<file path="src/rtl/cpu_top_pkg.sv">
// Shared constants for the keyboard-driven display system: memory map,
// PS/2 scan codes, key-status bit positions and 640x480 VGA timing.
package cpu_top_pkg;

  localparam logic [15:0] STATUS_ADDR = 16'h03F0;
  localparam int          MEM_WORDS   = 1024;
  localparam logic [15:0] PS2_TIMEOUT = 16'd50000;

  localparam logic [7:0] SC_W     = 8'h1D;
  localparam logic [7:0] SC_A     = 8'h1C;
  localparam logic [7:0] SC_S     = 8'h1B;
  localparam logic [7:0] SC_D     = 8'h23;
  localparam logic [7:0] SC_SPACE = 8'h29;
  localparam logic [7:0] SC_R     = 8'h2D;
  localparam logic [7:0] SC_BREAK = 8'hF0;
  localparam logic [7:0] SC_EXT   = 8'hE0;

  localparam logic [2:0] KEY_W     = 3'd0;
  localparam logic [2:0] KEY_A     = 3'd1;
  localparam logic [2:0] KEY_S     = 3'd2;
  localparam logic [2:0] KEY_D     = 3'd3;
  localparam logic [2:0] KEY_SPACE = 3'd4;
  localparam logic [2:0] KEY_R     = 3'd5;

  // Horizontal: 640 visible, 16 front porch, 96 sync, 48 back porch
  localparam logic [9:0] H_VISIBLE    = 10'd640;
  localparam logic [9:0] H_SYNC_START = 10'd656;
  localparam logic [9:0] H_SYNC_END   = 10'd752;
  localparam logic [9:0] H_LAST       = 10'd799;
  // Vertical: 480 visible, 10 front porch, 2 sync, 33 back porch
  localparam logic [9:0] V_VISIBLE    = 10'd480;
  localparam logic [9:0] V_SYNC_START = 10'd490;
  localparam logic [9:0] V_SYNC_END   = 10'd492;
  localparam logic [9:0] V_LAST       = 10'd524;

  typedef enum logic {
    SEQ_CLEAR,
    SEQ_IDLE
  } seq_state_t;

  typedef struct packed {
    logic       hit;
    logic [2:0] idx;
  } key_slot_t;

  // Map a scan code to its key-status bit; hit=0 for untracked codes
  function automatic key_slot_t key_lookup(input logic [7:0] code);
    key_slot_t s;
    s.hit = 1'b1;
    s.idx = KEY_W;
    case (code)
      SC_W:     s.idx = KEY_W;
      SC_A:     s.idx = KEY_A;
      SC_S:     s.idx = KEY_S;
      SC_D:     s.idx = KEY_D;
      SC_SPACE: s.idx = KEY_SPACE;
      SC_R:     s.idx = KEY_R;
      default:  s.hit = 1'b0;
    endcase
    return s;
  endfunction

endpackage

</file>
<file path="src/rtl/cpu_top_mem.sv">
// Memory/control block: 1024x16 BRAM on Port A with a clear-after-reset
// sequencer and a read-only key-status register mapped at STATUS_ADDR.
module cpu_mem
  import cpu_top_pkg::*;
(
  input  logic        i_clk,
  input  logic        i_rst,
  input  logic [5:0]  key_status,
  output logic [15:0] o_rd_data
);

  logic [15:0] mem_addr;
  logic        mem_WE;
  logic [15:0] mem_dout;

  seq_state_t  r_state;
  seq_state_t  w_next_state;
  logic [9:0]  r_clr_addr;
  logic [15:0] r_mem [MEM_WORDS];
  logic [15:0] r_rd_data;
  logic        r_rd_status;
  logic [5:0]  r_status_q;

  // Sequencer state and clear-address counter
  always_ff @(posedge i_clk or posedge i_rst) begin
    if (i_rst) begin
      r_state    <= SEQ_CLEAR;
      r_clr_addr <= '0;
    end else begin
      r_state <= w_next_state;
      if (r_state == SEQ_CLEAR) r_clr_addr <= r_clr_addr + 10'd1;
    end
  end

  // Clear every word once, then park Port A on the status register
  always_comb begin
    w_next_state = r_state;
    mem_WE       = 1'b0;
    mem_addr     = STATUS_ADDR;
    case (r_state)
      SEQ_CLEAR: begin
        mem_WE   = 1'b1;
        mem_addr = {6'b0, r_clr_addr};
        if (r_clr_addr == '1) w_next_state = SEQ_IDLE;
      end
      default: ;
    endcase
  end

  // BRAM write port; the status address is not backed by storage
  always_ff @(posedge i_clk) begin
    if (mem_WE && (mem_addr != STATUS_ADDR)) r_mem[mem_addr[9:0]] <= '0;
  end

  // Registered read with status-register overlay
  always_ff @(posedge i_clk or posedge i_rst) begin
    if (i_rst) begin
      r_rd_data   <= '0;
      r_rd_status <= 1'b0;
      r_status_q  <= '0;
    end else begin
      r_rd_data   <= r_mem[mem_addr[9:0]];
      r_rd_status <= (mem_addr == STATUS_ADDR);
      r_status_q  <= key_status;
    end
  end

  assign mem_dout  = r_rd_status ? {10'b0, r_status_q} : r_rd_data;
  assign o_rd_data = mem_dout;

endmodule

</file>
<file path="src/rtl/cpu_top_ps2_keys.sv">
// PS/2 keyboard receiver plus make/break decoder tracking W/A/S/D/Space/R.
module ps2_keys
  import cpu_top_pkg::*;
(
  input  logic       i_clk,
  input  logic       i_rst,
  input  logic       i_ps2_clk,
  input  logic       i_ps2_dat,
  output logic [5:0] key_status_out
);

  logic [2:0]  r_clk_sync;   // [1:0] synchroniser, [2] previous synchronised value
  logic [1:0]  r_dat_sync;
  logic [3:0]  r_bit_cnt;
  logic [9:0]  r_shift;
  logic [15:0] r_idle;
  logic [7:0]  scan_code;
  logic        scan_ready;
  logic        break_pending;
  logic [5:0]  r_status;

  logic        w_fall;
  logic [10:0] w_frame;
  logic        w_frame_ok;
  key_slot_t   w_slot;

  assign w_fall  = r_clk_sync[2] & ~r_clk_sync[1];
  // Frame as it stands once the 11th bit arrives: {stop, parity, data, start}
  assign w_frame = {r_dat_sync[1], r_shift};
  assign w_frame_ok = ~w_frame[0] & w_frame[10] & (^w_frame[9:1]);
  assign w_slot  = key_lookup(scan_code);
  assign key_status_out = r_status;

  // Synchronise the asynchronous keyboard lines
  always_ff @(posedge i_clk or posedge i_rst) begin
    if (i_rst) begin
      r_clk_sync <= '1;
      r_dat_sync <= '1;
    end else begin
      r_clk_sync <= {r_clk_sync[1:0], i_ps2_clk};
      r_dat_sync <= {r_dat_sync[0], i_ps2_dat};
    end
  end

  // Frame assembly, validation and idle timeout
  always_ff @(posedge i_clk or posedge i_rst) begin
    if (i_rst) begin
      r_bit_cnt  <= '0;
      r_shift    <= '0;
      r_idle     <= '0;
      scan_code  <= '0;
      scan_ready <= 1'b0;
    end else begin
      scan_ready <= 1'b0;
      if (w_fall) begin
        r_idle <= '0;
        if (r_bit_cnt == 4'd10) begin
          r_bit_cnt <= '0;
          if (w_frame_ok) begin
            scan_code  <= w_frame[8:1];
            scan_ready <= 1'b1;
          end
        end else begin
          r_shift   <= {r_dat_sync[1], r_shift[9:1]};
          r_bit_cnt <= r_bit_cnt + 4'd1;
        end
      end else if (r_bit_cnt != '0) begin
        if (r_idle == PS2_TIMEOUT - 16'd1) begin
          r_bit_cnt <= '0;
          r_idle    <= '0;
        end else begin
          r_idle <= r_idle + 16'd1;
        end
      end
    end
  end

  // Make/break decoding into the live key-status bits
  always_ff @(posedge i_clk or posedge i_rst) begin
    if (i_rst) begin
      break_pending <= 1'b0;
      r_status      <= '0;
    end else if (scan_ready) begin
      if (scan_code == SC_BREAK) begin
        break_pending <= 1'b1;
      end else if (scan_code != SC_EXT) begin
        break_pending <= 1'b0;
        if (w_slot.hit) r_status[w_slot.idx] <= ~break_pending;
      end
    end
  end

endmodule

</file>
<file path="src/rtl/cpu_top.sv">
// Top level: PS/2 key tracking, memory/control block and 640x480 VGA stage
// colouring the active area from the live key state.
module cpu_top
  import cpu_top_pkg::*;
(
  input  logic       CLOCK_50,
  input  logic       KEY0,
  input  logic       PS2_CLK,
  input  logic       PS2_DAT,
  output logic       VGA_SYNC,
  output logic       VGA_CLK,
  output logic       VGA_BLANK,
  output logic       VGA_HS,
  output logic       VGA_VS,
  output logic [3:0] VGA_R,
  output logic [3:0] VGA_G,
  output logic [3:0] VGA_B
);

  logic [5:0]  w_key_status;
  logic [15:0] w_unused_rd_data;
  logic        w_active;

  logic        r_pix_en;
  logic [9:0]  r_h_cnt;
  logic [9:0]  r_v_cnt;
  logic        r_hs;
  logic        r_vs;
  logic        r_blank;
  logic [3:0]  r_r;
  logic [3:0]  r_g;
  logic [3:0]  r_b;

  ps2_keys uPS2 (
    .i_clk          (CLOCK_50),
    .i_rst          (KEY0),
    .i_ps2_clk      (PS2_CLK),
    .i_ps2_dat      (PS2_DAT),
    .key_status_out (w_key_status)
  );

  cpu_mem uCPU (
    .i_clk      (CLOCK_50),
    .i_rst      (KEY0),
    .key_status (w_key_status),
    .o_rd_data  (w_unused_rd_data)
  );

  assign w_active = (r_h_cnt < H_VISIBLE) && (r_v_cnt < V_VISIBLE);

  // Pixel enable at half rate plus horizontal/vertical counters
  always_ff @(posedge CLOCK_50 or posedge KEY0) begin
    if (KEY0) begin
      r_pix_en <= 1'b0;
      r_h_cnt  <= '0;
      r_v_cnt  <= '0;
    end else begin
      r_pix_en <= ~r_pix_en;
      if (r_pix_en) begin
        if (r_h_cnt == H_LAST) begin
          r_h_cnt <= '0;
          r_v_cnt <= (r_v_cnt == V_LAST) ? 10'd0 : r_v_cnt + 10'd1;
        end else begin
          r_h_cnt <= r_h_cnt + 10'd1;
        end
      end
    end
  end

  // Registered sync, blank and colour outputs
  always_ff @(posedge CLOCK_50 or posedge KEY0) begin
    if (KEY0) begin
      r_hs    <= 1'b1;
      r_vs    <= 1'b1;
      r_blank <= 1'b0;
      r_r     <= '0;
      r_g     <= '0;
      r_b     <= '0;
    end else begin
      r_hs    <= ~((r_h_cnt >= H_SYNC_START) && (r_h_cnt < H_SYNC_END));
      r_vs    <= ~((r_v_cnt >= V_SYNC_START) && (r_v_cnt < V_SYNC_END));
      r_blank <= w_active;
      r_r     <= (w_active && (w_key_status[KEY_W] || w_key_status[KEY_SPACE])) ? 4'hF : 4'h0;
      r_g     <= (w_active && (w_key_status[KEY_A] || w_key_status[KEY_R]))     ? 4'hF : 4'h0;
      r_b     <= (w_active && (w_key_status[KEY_S] || w_key_status[KEY_D]))     ? 4'hF : 4'h0;
    end
  end

  assign VGA_SYNC  = 1'b0;
  assign VGA_CLK   = r_pix_en;
  assign VGA_BLANK = r_blank;
  assign VGA_HS    = r_hs;
  assign VGA_VS    = r_vs;
  assign VGA_R     = r_r;
  assign VGA_G     = r_g;
  assign VGA_B     = r_b;

endmodule

</file>
<file path="config.mk">
export PLATFORM = sky130hd
export DESIGN_NAME = cpu_top
export DESIGN_NICKNAME = d
export VERILOG_FILES = /design/src/rtl/cpu_top_pkg.sv /design/src/rtl/cpu_top_mem.sv /design/src/rtl/cpu_top_ps2_keys.sv /design/src/rtl/cpu_top.sv
export SDC_FILE = /design/constraint.sdc
export NUM_CORES = 1
export LEC_CHECK = 0
export CAP_MARGIN = 20
export CORE_MARGIN = 4
export CORE_UTILIZATION = 35
export CTS_CLUSTER_SIZE = 40
export DETAILED_ROUTE_END_ITERATION = 8
export GPL_TIMING_DRIVEN = 1
export PLACE_DENSITY = 0.6
export REMOVE_ABC_BUFFERS = 1
export SLEW_MARGIN = 30
export SYNTH_ARGS = -nofsm -noshare
export SYNTH_HDL_FRONTEND = slang
export SYNTH_SLANG_ARGS = --single-unit
</file>
<file path="constraint.sdc">
create_clock -name CLOCK_50 -period 3.9 [get_ports CLOCK_50]
set_input_delay 0.78 -clock CLOCK_50 [delete_from_list [all_inputs] [get_ports CLOCK_50]]
set_output_delay 0.78 -clock CLOCK_50 [all_outputs]
set_load 0.02 [all_outputs]
</file>
# Word-level counts from Yosys, hierarchy flattened
# Cells that the tools add are included.
[totals]
out_inout_bits = 17
input_bits = 4
register_bits = 87
[classes]
mux = 22
bitwise_logic = 11
n_eq_ne = 12
reduce_logical = 22
n_lt_le_gt_ge = 8
n_addsub = 4
[op_table]
columns = ["operator", "count"]
rows = [
  ["$mux 16", 3],
  ["$mux 4", 7],
  ["$eq 8x5->1 const B", 3],
  ["$eq 8x6->1 const B", 3],
  ["$add 10x1->10 const B", 2],
  ["$eq 10x10->1 const B", 2],
  ["$lt 10x10->1 const B", 2],
  ["$lt 10x9->1 const B", 2],
  ["$mux 10", 2],
  ["$add 16x1->16 const B", 1],
  ["$eq 16x16->1 const B", 1],
  ["$pmux 3 s5", 1],
  ["$ge 10x10->1 const B", 1],
  ["$ge 10x9->1 const B", 1],
  ["$reduce_xor 9->1", 1],
  ["$eq 8x8->1 const B", 1],
  ["$ne 8x8->1 const B", 1],
  ["$not 1->1", 8],
  ["$reduce_and 2->1", 4],
  ["$logic_and 1x1->1", 7],
  ["$mux 1", 7],
  ["$bwmux 6", 1],
  ["$reduce_bool 2->1", 3],
  ["$reduce_or 6->1", 1],
  ["10 further kinds", 14],
]

# Longest topological paths before layout
# Gate-level depths: netlist of run 1.
[depth]
depth_word = 7
ltp_mapped = 8

# By module
# A second synthesis of run 1 with hierarchy kept.
[unflattened]
cells_unflattened = 339
area_unflattened_um2 = 3833.7
[modules_own_cells]
columns = ["module", "area_per_inst_um2", "seq_area_each_um2", "cells_per_inst", "instances"]
rows = [
  ["ps2_keys", 2392.3, 1282.5, 205, 1],
  ["cpu_top", 1441.4, 678.2, 134, 1],
]

# Worst setup path after synthesis of run 1
# Ideal clock, no wire load.
[synth_timing]
path_type = "reg-to-reg"
startpoint = "reg uPS2.r_bit_cnt[0]"
endpoint = "reg uPS2.r_idle[15]"
synth_period_minus_slack_ns = 1.880
path_slack_ns = 2.020
t_required_ns = 3.823
setup_ns = 0.077
path_stages_with_launch = 7
t_arrival_ns = 1.803
cell_sequence = "dfrtp_1 inv_1 ha_1 nor3b_1 a211o_1 or4_1 a21oi_1"
[synth_between]
elab_chain_cells = 2
[synth_rtl]
columns = ["element", "line_no", "source"]
rows = [
  ["start: declaration", "cpu_top_ps2_keys.sv:14", "logic [3:0] r_bit_cnt;"],
  ["start signal: assignment", "cpu_top_ps2_keys.sv:65", "r_bit_cnt <= r_bit_cnt + 4'd1;"],
  ["$reduce_bool 4->1", "cpu_top_ps2_keys.sv:67", "end else if (r_bit_cnt != '0) begin"],
  ["$reduce_bool 2->1 (no line)", "n/a", ""],
  ["end signal: assignment", "cpu_top_ps2_keys.sv:72", "r_idle <= r_idle + 16'd1;"],
  ["end: declaration", "cpu_top_ps2_keys.sv:16", "logic [15:0] r_idle;"],
]
# No other way between the ends.
# A chain may end at the register's enable or synchronous reset.

# Final worst setup path of run 1
[layout_timing]
startpoint = "reg r_pix_en (netlist: VGA_CLK)"
endpoint = "out VGA_CLK"
[layout_lines]
columns = ["element", "line_no", "source"]
rows = [
  ["start: declaration", "cpu_top.sv:24", "logic r_pix_en;"],
  ["start signal: assignment", "cpu_top.sv:58", "r_pix_en <= ~r_pix_en;"],
  ["end: declaration", "cpu_top.sv:11", "output logic VGA_CLK,"],
]
# No word-level cell between the ends.

==> out/results.ini, run 1 <==
[timing]
finalClockSkew_ns = 0.0112
maxSlewViolCount = 0
fin_crit_ns = 2.29
period_share_pct = 58.8
hold_viol = 0
tightest_slew_ns = 0.841
rsz0062_at_grt = no
tns_ns = 0
setup_viol = 0
max_freq_ghz = 0.436
hold_slack_ns = 0.358
relSlewSlack_pct = 43.7

[yosys]
seq_area_frac_synth_pct = 51.5
synth_top_area_cell = dfrtp_1
synth_area_sq_mm = 0.00381
ys_types = 48
synthArstFlopShare_pct = 100
yosysTopAreaCellShare_pct = 46.6
synth_seq_cells = 78
synth-edff-count = 0
synth_area_leaders = dfrtp_1, nand2_1, dfstp_2
ys_warn_count = 0
netlist_instances = 375
syn_avg_cell_area_sq_um = 10.2
ys.flop_type = dfrtp_1
yosys-top-cells-count = dfrtp_1, nand2_1, inv_1, nand3_1, o21ai_0
yosysMostFrequentCell = dfrtp_1

[detailed_routing]
drcViolationCount = 0
vias = 2697
routed_wl_microns = 6900
postRouteAntennaNets = 0
drtPass1Iterations = 4
viasPerCell = 5.11
wl_per_cell_microns = 13.1
drtIter0Drc = 172

[setup_path]
crit_arrival_ns = 1.51
end_kind = output pin
required_ns = 3.12
worst_path_dominant_cell_family = buffers and inverters
cp_max_fo = 8
slowest_stage = clkdlybuf4s50_1
cp-start-kind = flop
worst-r2r-cell-count = 6
crit_buf_inv = 1
slowest_delay_ns = 0.66
crit_type = flop to output pin
path_depth = 1
crit_chain = clkdlybuf4s50_1

[clocking]
cts.sinks = 78
path_clk_slew_ns = 0.08
ctsResizeCount = 0
htree_levels = 3
post-cts-setup-buffers = 0
postCtsHoldBufs = 0
numCtsBuffers = 9
cts_tree = done
clock_path_buffers = 2
cts-root-buf = clkbuf_8
clk_latency_ns = 0.35

[global_routing]
grt_util_met2_pct = 18.1
overflow = 0
use_met1_pct = 16.1
grt_pass1_wl_microns = 12400
track_usage_pct = 11.8
grt_start_max_net_pins = 38
busiest_layer = met2
grtUsageMet3_pct = 3.23
grt_pass1_vias = 2655
antenna_found_initial = 0

[floorplanning]
core_area_sq_mm = 0.0105
die_y_microns = 112
start_util_pct = 36.4
dieArea_sq_mm = 0.0126
io_pins = 21
rows = 37
die_x_microns = 112

[placed_design]
dpl.hpwl_microns = 4930
port_buffers = 19
place_congestion = 0.856

[run]
maxCapViolCount = 0

[power]
p_switching_uw = 541
p_leak_uw = 0.00187
combinationalPowerShare_pct = 15.1
powerDensity_mw_per_mm2 = 436
clkPwrFrac_pct = 32.8
max-vdd-ir-drop_mv = 0.160
p_sw_share_pct = 29.0
finalPower_uw = 1860
seq_power_share_pct = 52.1
internal_power_uw = 1320

[layout]
nets = 399
drive_gt1_share_pct = 9.18
diodes = 0
area_growth_pct = 12.1

[min_path]
hold_path.class = flop to flop
hold_depth = 0

[status]
outcome = finished clean

## power by group through the flow
stage	Combinational, uW	Clock (uW)	Sequential (uW)
after floorplan	235	0	962
after global placement	273	0	982
after detailed placement	284	0	985
after CTS	284	636	970
after global routing	319	670	982
final	281	611	970
## cell usage in the layout, fill, tap and decap left out, drive strengths merged, types with 2 or more instances in the layout
master / netlist / routed
o31ai: 5 / 5
nand2b: 2 / 2
a211o: 2 / 2
nor3b: 4 / 4
nand4: 16 / 16
nor2: 15 / 15
ha: 8 / 8
buf: 14 / 2
a21oi: 16 / 16
and4: 4 / 4
nand2: 54 / 54
a21boi: 4 / 4
nor2b: 4 / 4
nand3: 19 / 19
nor4bb: 2 / 2
or3: 8 / 8
clkdlybuf4s50: 0 / 19
dfstp: 7 / 7
dfrtp: 71 / 71
o211ai: 2 / 2
xnor2: 11 / 11
inv: 19 / 21
mux2: 8 / 8
mux2i: 7 / 7
nor3: 7 / 7
and3b: 3 / 3
and4b: 3 / 3
nand4b: 3 / 3
xnor3: 2 / 2
and2: 2 / 2
nor4b: 2 / 2
clkbuf: 6 / 10
clkinvlp: 0 / 3
xor2: 7 / 7
or4: 4 / 4
and3: 5 / 5
o21ai: 19 / 19
## path summary, 6_finish.rpt
check / from / endpoint / slack [ns]
setup / recovery: VGA_CLK / VGA_CLK / 1.61
hold / removal: uPS2.r_dat_sync[0] / uPS2.r_dat_sync[1] / 0.36
setup reg to reg: uPS2.r_bit_cnt[0] / uPS2.r_bit_cnt[2] / 1.69
hold reg to reg: uPS2.r_dat_sync[0] / uPS2.r_dat_sync[1] / 0.36
max in group asynchronous: KEY0 / VGA_HS / 2.47
min in group asynchronous: KEY0 / r_v_cnt[7] / 0.66
## flip-flops by register name, indices dropped and copies added, names as in the netlist
register,flops
VGA_CLK,1
uPS2.break_pending,1
uPS2.scan_ready,1
uPS2.r_shift,10
uPS2.r_bit_cnt,4
uPS2.key_status_out,6
VGA_B,1
VGA_G,1
uPS2.scan_code,8
r_h_cnt,10
uPS2.r_clk_sync,3
VGA_HS,1
r_v_cnt,10
uPS2.r_dat_sync,2
uPS2.r_idle,16
VGA_BLANK,1
VGA_VS,1
VGA_R,1
## cell type report
| cell class | count | area, sq um |
|---|---|---|
| inverter | 19 | 71.3 |
| multi-input combinational | 258 | 1660 |
| clock buffer | 10 | 128 |
| fill | 1054 | 6190 |
| clock inverter | 6 | 70.1 |
| tap | 136 | 170 |
| timing repair buffer | 21 | 205 |
| sequential | 78 | 1960 |
## metal layers
metal	vias up	wire length (microns)
li1	1333	-
met1	1317	3420
met2	41	3140
met3	6	260
met4	0	79
met5	-	0
## metrics by stage
stage | util (%) | area (sq um) | worst slack, ns | cells
6_report | 40.8 | 4270 | 1.61 | 528
5_1_grt | 40.8 | 4270 | 1.53 | 528
4_1_cts | 40.8 | 4270 | 1.49 | 528
3_5_place_dp | 38.9 | 4070 | 1.51 | 512
3_3_place_gp | 38.9 | 4070 | 1.59 | 512
2_1_floorplan | - | 3690 | 1.14 | 355
## cells by family (layout without fill, tap and decap cells)
logic type      Yosys count  after routing  share of synthesized area [%]
compound gates           54             54                           8.54
xor+xnor                 20             20                           5.32
fa+ha+maj                 8              8                           2.63
buf+inv                  39             56                           4.96
flops                    78             78                           51.5
mux                      15             15                           4.53
other cells               1              1                         0.0984
simple gates            160            160                           22.5
No activity file was read; power rests on OpenSTA's default activity.
==> run 2: changes to the inputs <==
Clock period 3.9 ns to 2.2 ns, I/O delays scaled along.
==> out/results.ini, run 2 (synthesized netlist as in run 1, its figures left out) <==
[floorplanning]
die_x_microns = 112  ; unchanged
rows = 37  ; unchanged
core_area_sq_mm = 0.0105  ; unchanged
die_y_microns = 112  ; unchanged
dieArea_sq_mm = 0.0126  ; unchanged
start_util_pct = 36.4  ; unchanged
io_pins = 21  ; unchanged

[min_path]
hold_path.class = flop to flop  ; unchanged

[global_routing]
track_usage_pct = 12.0  ; was 11.8%
overflow = 0  ; unchanged
grt_pass1_wl_microns = 12600  ; was 12400 microns
antenna_found_initial = 0  ; unchanged
grt_start_max_net_pins = 79  ; was 38
grt_pass1_vias = 2691  ; was 2655

[timing]
relSlewSlack_pct = 45.6  ; was 43.7%
hold_viol = 0  ; unchanged
period_share_pct = 92.6
fin_crit_ns = 2.04
maxSlewViolCount = 0  ; unchanged
tightest_slew_ns = 0.812  ; was 0.841 ns
max_freq_ghz = 0.491
setup_viol = 0  ; unchanged
hold_slack_ns = 0.359  ; was 0.358 ns
finalClockSkew_ns = 0.00675  ; was 0.0112 ns
rsz0062_at_grt = no  ; unchanged
layout_setup_ws_ns = 0.162  ; was 1.61 ns

[clocking]
numCtsBuffers = 9  ; unchanged
cts_tree = done  ; unchanged
cts-root-buf = clkbuf_8  ; unchanged
cts.sinks = 78  ; unchanged
path_clk_slew_ns = 0.08  ; about the same
clock_path_buffers = 2  ; unchanged
postCtsHoldBufs = 0  ; unchanged
post-cts-setup-buffers = 0  ; unchanged
clk_latency_ns = 0.35  ; about the same
htree_levels = 3  ; unchanged

[layout]
final_cell_mix = dfrtp_1, nand2_1, nand3_1, o21ai_0, clkdlybuf4s50_1  ; unchanged
area_growth_pct = 14.2  ; was 12.1%
fillCellCount = 1061  ; was 1054
nets = 405  ; was 399
largest_register_ffs = 16  ; unchanged
diodes = 0  ; unchanged
top_register = uPS2.r_idle  ; unchanged
final_common_cell = dfrtp_1  ; unchanged
drive_gt1_share_pct = 10.8  ; was 9.18%

[status]
outcome = finished clean  ; unchanged

[setup_path]
crit_arrival_ns = 2.31  ; was 1.51 ns
crit_type = flop to flop  ; was flop to output pin
required_ns = 2.48  ; was 3.12 ns
cp_max_fo = 10  ; was 8
cp-start-kind = flop  ; unchanged
end_kind = flop  ; was output pin

[detailed_routing]
drtIter0Drc = 96  ; was 172
drtPass1Iterations = 4  ; unchanged
vias = 2710  ; was 2697
wl_per_cell_microns = 13.1  ; about the same
routed_wl_microns = 6990  ; was 6900 microns
drcViolationCount = 0  ; unchanged
viasPerCell = 5.07  ; was 5.11
postRouteAntennaNets = 0  ; unchanged

[placed_design]
dpl.hpwl_microns = 4860  ; was 4930 microns
place_congestion = 0.831  ; was 0.856
post-place-ws_ns = 0.154  ; was 1.51 ns
port_buffers = 19  ; unchanged

[power]
max-vdd-ir-drop_mv = 0.325  ; was 0.160 mV
p_leak_uw = 0.00192  ; was 0.00187 uW
powerDensity_mw_per_mm2 = 786  ; was 436 mW/mm^2

[run]
maxCapViolCount = 0  ; unchanged

## run 2: cell count changes in the layout (fill, tap and decap cells not counted), sizes merged
cell,delta
clkinv,+2
buf,+6
clkinvlp,-1
inv,-1
bufinv,+1
clkbuf,-1
## run 2: critical path, cell delays in order (launching register included)
cell,delay (ns)
dfrtp_1,0.41
inv_1,0.08
ha_1,0.19
nor3b_2,0.19
a211o_1,0.41
or4_1,0.53
a21oi_1,0.15
## run 2: final timing paths
path / from / end / slack, ns / cells past startpoint
worst max-delay path: uPS2.r_bit_cnt[0] / uPS2.r_idle[15] / 0.16 / 6
min in group asynchronous: KEY0 / r_v_cnt[7] / 0.49 / 3
max in group asynchronous: KEY0 / uPS2.r_dat_sync[0] / 1.35 / 3
worst max register to register: uPS2.r_bit_cnt[0] / uPS2.r_idle[15] / 0.16 / 6
worst min register to register: uPS2.r_clk_sync[0] / uPS2.r_clk_sync[1] / 0.36 / 0
worst min-delay path: uPS2.r_clk_sync[0] / uPS2.r_clk_sync[1] / 0.36 / 0
## run 2: metal layers
metal | routed length [microns] | GRT usage, %
met5 | 0 | 0
met4 | 119 | 6.17
met3 | 254 | 2.37
met2 | 3220 | 18.9
met1 | 3400 | 15.6
## run 2: through the flow
| step | TNS, ns | util [%] | instances | total power (uW) | cell area, sq um |
|---|---|---|---|---|---|
| floorplan | -15.86 | - | 355 | 2120 | 3690 |
| finish | 0 | 41.6 | 534 | 3420 | 4350 |
| detailed placement | 0 | 39.4 | 518 | 2260 | 4130 |
| global placement | 0 | 39.4 | 518 | 2240 | 4130 |
| global route | 0 | 41.6 | 534 | 3630 | 4350 |
| CTS | 0 | 41.5 | 534 | 3470 | 4350 |
## run 2: what timing repair did
item                       CTS  global route
setup endpoints to repair    0             1
hold endpoints to repair     0             0
gates resized for setup      0             1
## run 2: area by class of cell
class                      instances  area, sq um  share of cell area, %
clock inverter                     7         97.6                   2.24
multi-input combinational        258         1670                   38.3
clock buffer                       9          124                   2.85
timing repair buffer              27          263                   6.04
tap                              136          170                   3.91
inverter                          19         71.3                   1.64
sequential                        78         1960                   45.1
## run 2: report_power, final
| part | total (uW) | internal, uW | switching (uW) | leakage, uW |
|---|---|---|---|---|
| Combinational | 505 | 258 | 247 | 0.000791 |
| Sequential | 1730 | 1570 | 161 | 0.00103 |
| Clock | 1190 | 642 | 545 | 0.000106 |
| Total | 3420 | 2470 | 953 | 0.00192 |
==> run 3: changes to the inputs <==
Settings changed: CORE_MARGIN 4 to not set.
==> out/results.ini, run 3 (synthesized netlist as in run 1, its figures left out) <==
[status]
outcome = finished clean  ; unchanged

[setup_path]
required_ns = 2.47  ; was 2.48 ns
r2r_slack_ns = 0.17  ; was 0.16 ns
cp-start-kind = flop  ; unchanged
crit_arrival_ns = 2.29  ; was 2.31 ns
end_kind = flop  ; unchanged
slowest_delay_ns = 0.53  ; about the same
slowest_stage = or4_1  ; unchanged
crit_type = flop to flop  ; unchanged
cp_max_fo = 10  ; unchanged
crit_chain = inv_1 -> ha_1 -> nor3b_2 -> a211o_1 -> or4_1 -> a21oi_1  ; unchanged

[global_routing]
track_usage_pct = 13.0  ; was 12.0%
antenna_found_initial = 0  ; unchanged
grt_pass1_wl_microns = 11800  ; was 12600 microns
grt_pass1_vias = 2552  ; was 2691
overflow = 0  ; unchanged
grt_start_max_net_pins = 79  ; unchanged

[detailed_routing]
wl_per_cell_microns = 12.4  ; was 13.1 microns
drtIter0Drc = 119  ; was 96
postRouteAntennaNets = 0  ; unchanged
vias = 2703  ; was 2710
drcViolationCount = 0  ; unchanged
drtPass1Iterations = 4  ; unchanged
routed_wl_microns = 6650  ; was 6990 microns
viasPerCell = 5.06  ; was 5.07

[timing]
tightest_slew_ns = 0.541  ; was 0.812 ns
fin_crit_ns = 2.03  ; was 2.04 ns
hold_viol = 0  ; unchanged
relSlewSlack_pct = 63.8  ; was 45.6%
finalClockSkew_ns = 0.00814  ; was 0.00675 ns
rsz0062_at_grt = no  ; unchanged
max_freq_ghz = 0.494  ; was 0.491 GHz
maxSlewViolCount = 0  ; unchanged
period_share_pct = 92.1  ; was 92.6%
setup_viol = 0  ; unchanged

[clocking]
clock_path_buffers = 2  ; unchanged
cts.sinks = 78  ; unchanged
cts_tree = done  ; unchanged
clk_latency_ns = 0.35  ; about the same
htree_levels = 3  ; unchanged
postCtsHoldBufs = 0  ; unchanged
path_clk_slew_ns = 0.07  ; was 0.08 ns
cts-root-buf = clkbuf_8  ; unchanged
numCtsBuffers = 9  ; unchanged

[placed_design]
placed_area_sq_mm = 0.00413  ; unchanged
port_buffers = 19  ; unchanged
place_congestion = 0.855  ; was 0.831
dpl.hpwl_microns = 4560  ; was 4860 microns
numPlacedInstances = 518  ; unchanged

[layout]
finish.instance_area_sq_mm = 0.00433  ; was 0.00435 sq mm
drive_gt1_share_pct = 10.6  ; was 10.8%
final_common_cell = dfrtp_1  ; unchanged
area_growth_pct = 13.6  ; was 14.2%
top_register = uPS2.r_idle  ; unchanged
nets = 405  ; unchanged
fillCellCount = 1017  ; was 1061
largest_register_ffs = 16  ; unchanged
fin_cells = 534  ; unchanged
final_cell_mix = dfrtp_1, nand2_1, nand3_1, o21ai_0, clkdlybuf4s50_1  ; unchanged
diodes = 0  ; unchanged

[floorplanning]
die_x_microns = 106  ; was 112 microns
io_pins = 21  ; unchanged
core_area_sq_mm = 0.0104  ; was 0.0105 sq mm
rows = 37  ; unchanged
dieArea_sq_mm = 0.0113  ; was 0.0126 sq mm
start_util_pct = 36.6  ; was 36.4%
die_y_microns = 106  ; was 112 microns

[power]
seq_power_share_pct = 52.2  ; was 50.5%
p_leak_uw = 0.00192  ; about the same
powerDensity_mw_per_mm2 = 765  ; was 786 mW/mm^2
p_switching_uw = 927  ; was 953 uW
internal_power_uw = 2390  ; was 2470 uW
clkPwrFrac_pct = 32.6  ; was 34.7%
p_sw_share_pct = 28.0  ; was 27.9%
combinationalPowerShare_pct = 15.2  ; was 14.8%
max-vdd-ir-drop_mv = 0.335  ; was 0.325 mV

[run]
maxCapViolCount = 0  ; unchanged

[min_path]
hold_path.class = flop to flop  ; unchanged

## run 3: cell count changes in the layout (fill, tap and decap cells not counted)
| cell | change |
|---|---|
| clkinvlp_4 | -2 |
| clkbuf_8 | +1 |
| bufinv_16 | -1 |
| clkinv_2 | +1 |
| clkbuf_1 | +1 |
## run 3: power by group through the flow
stage	Sequential, uW	Clock, uW	Combinational [uW]
floorplan	1710	0	417
global placement	1740	0	499
detailed placement	1750	0	508
CTS	1730	1120	511
global route	1760	1170	582
finish	1730	1080	505
## run 3: timing repair
item	4_1_cts	5_1_grt
setup buffers	0	0
endpoints found under the setup margin	0	3
resized for setup	0	1
## run 3: final timing paths
| kind | from | endpoint | cells past startpoint |
|---|---|---|---|
| min in group asynchronous | KEY0 | VGA_BLANK | 3 |
| worst min register to register | uPS2.r_clk_sync[0] | uPS2.r_clk_sync[1] | 0 |
| max in group asynchronous | KEY0 | uPS2.r_clk_sync[2] | 3 |
| worst max-delay path | uPS2.r_bit_cnt[0] | uPS2.r_idle[15] | 6 |
| worst min-delay path | uPS2.r_clk_sync[0] | uPS2.r_clk_sync[1] | 0 |
| worst max register to register | uPS2.r_bit_cnt[0] | uPS2.r_idle[15] | 6 |
## run 3: through the flow
step	hold WS [ns]	setup slack, ns	TNS [ns]	power (uW)	util [%]
floorplan	0.345	-0.223	-15.86	2120	-
global placement	0.347	0.242	0	2240	39.6
detailed placement	0.348	0.162	0	2260	39.6
CTS	0.360	0.154	0	3360	41.5
global route	0.366	0.00499	0	3510	41.6
finish	0.357	0.174	0	3310	41.6
## run 3: worst max-delay path, delay by kind of cell, from the launching register on
kind / cells / cell delay, ns
compound gates: 2 / 0.56
fa+ha+maj: 1 / 0.19
buf+inv: 1 / 0.08
flops: 1 / 0.41
simple gates: 2 / 0.72
## run 3: layer usage
layer	wire, microns	GRT usage (%)	part of all wire [%]	vias to the layer above
li1	-	-	-	1345
met1	3370	17.8	51	1318
met5	0	0	0	-
met2	2990	19.9	45	30
met4	148	7.14	2.2	0
met3	138	1.66	2.1	10
## run 3: layout make-up
type	instances	area [sq um]	area share, %
timing repair buffer	27	263	6.07
inverter	19	71.3	1.65
multi-input combinational	258	1670	38.5
tap	136	170	3.93
sequential	78	1960	45.3
clock buffer	11	141	3.27
clock inverter	5	57.6	1.33
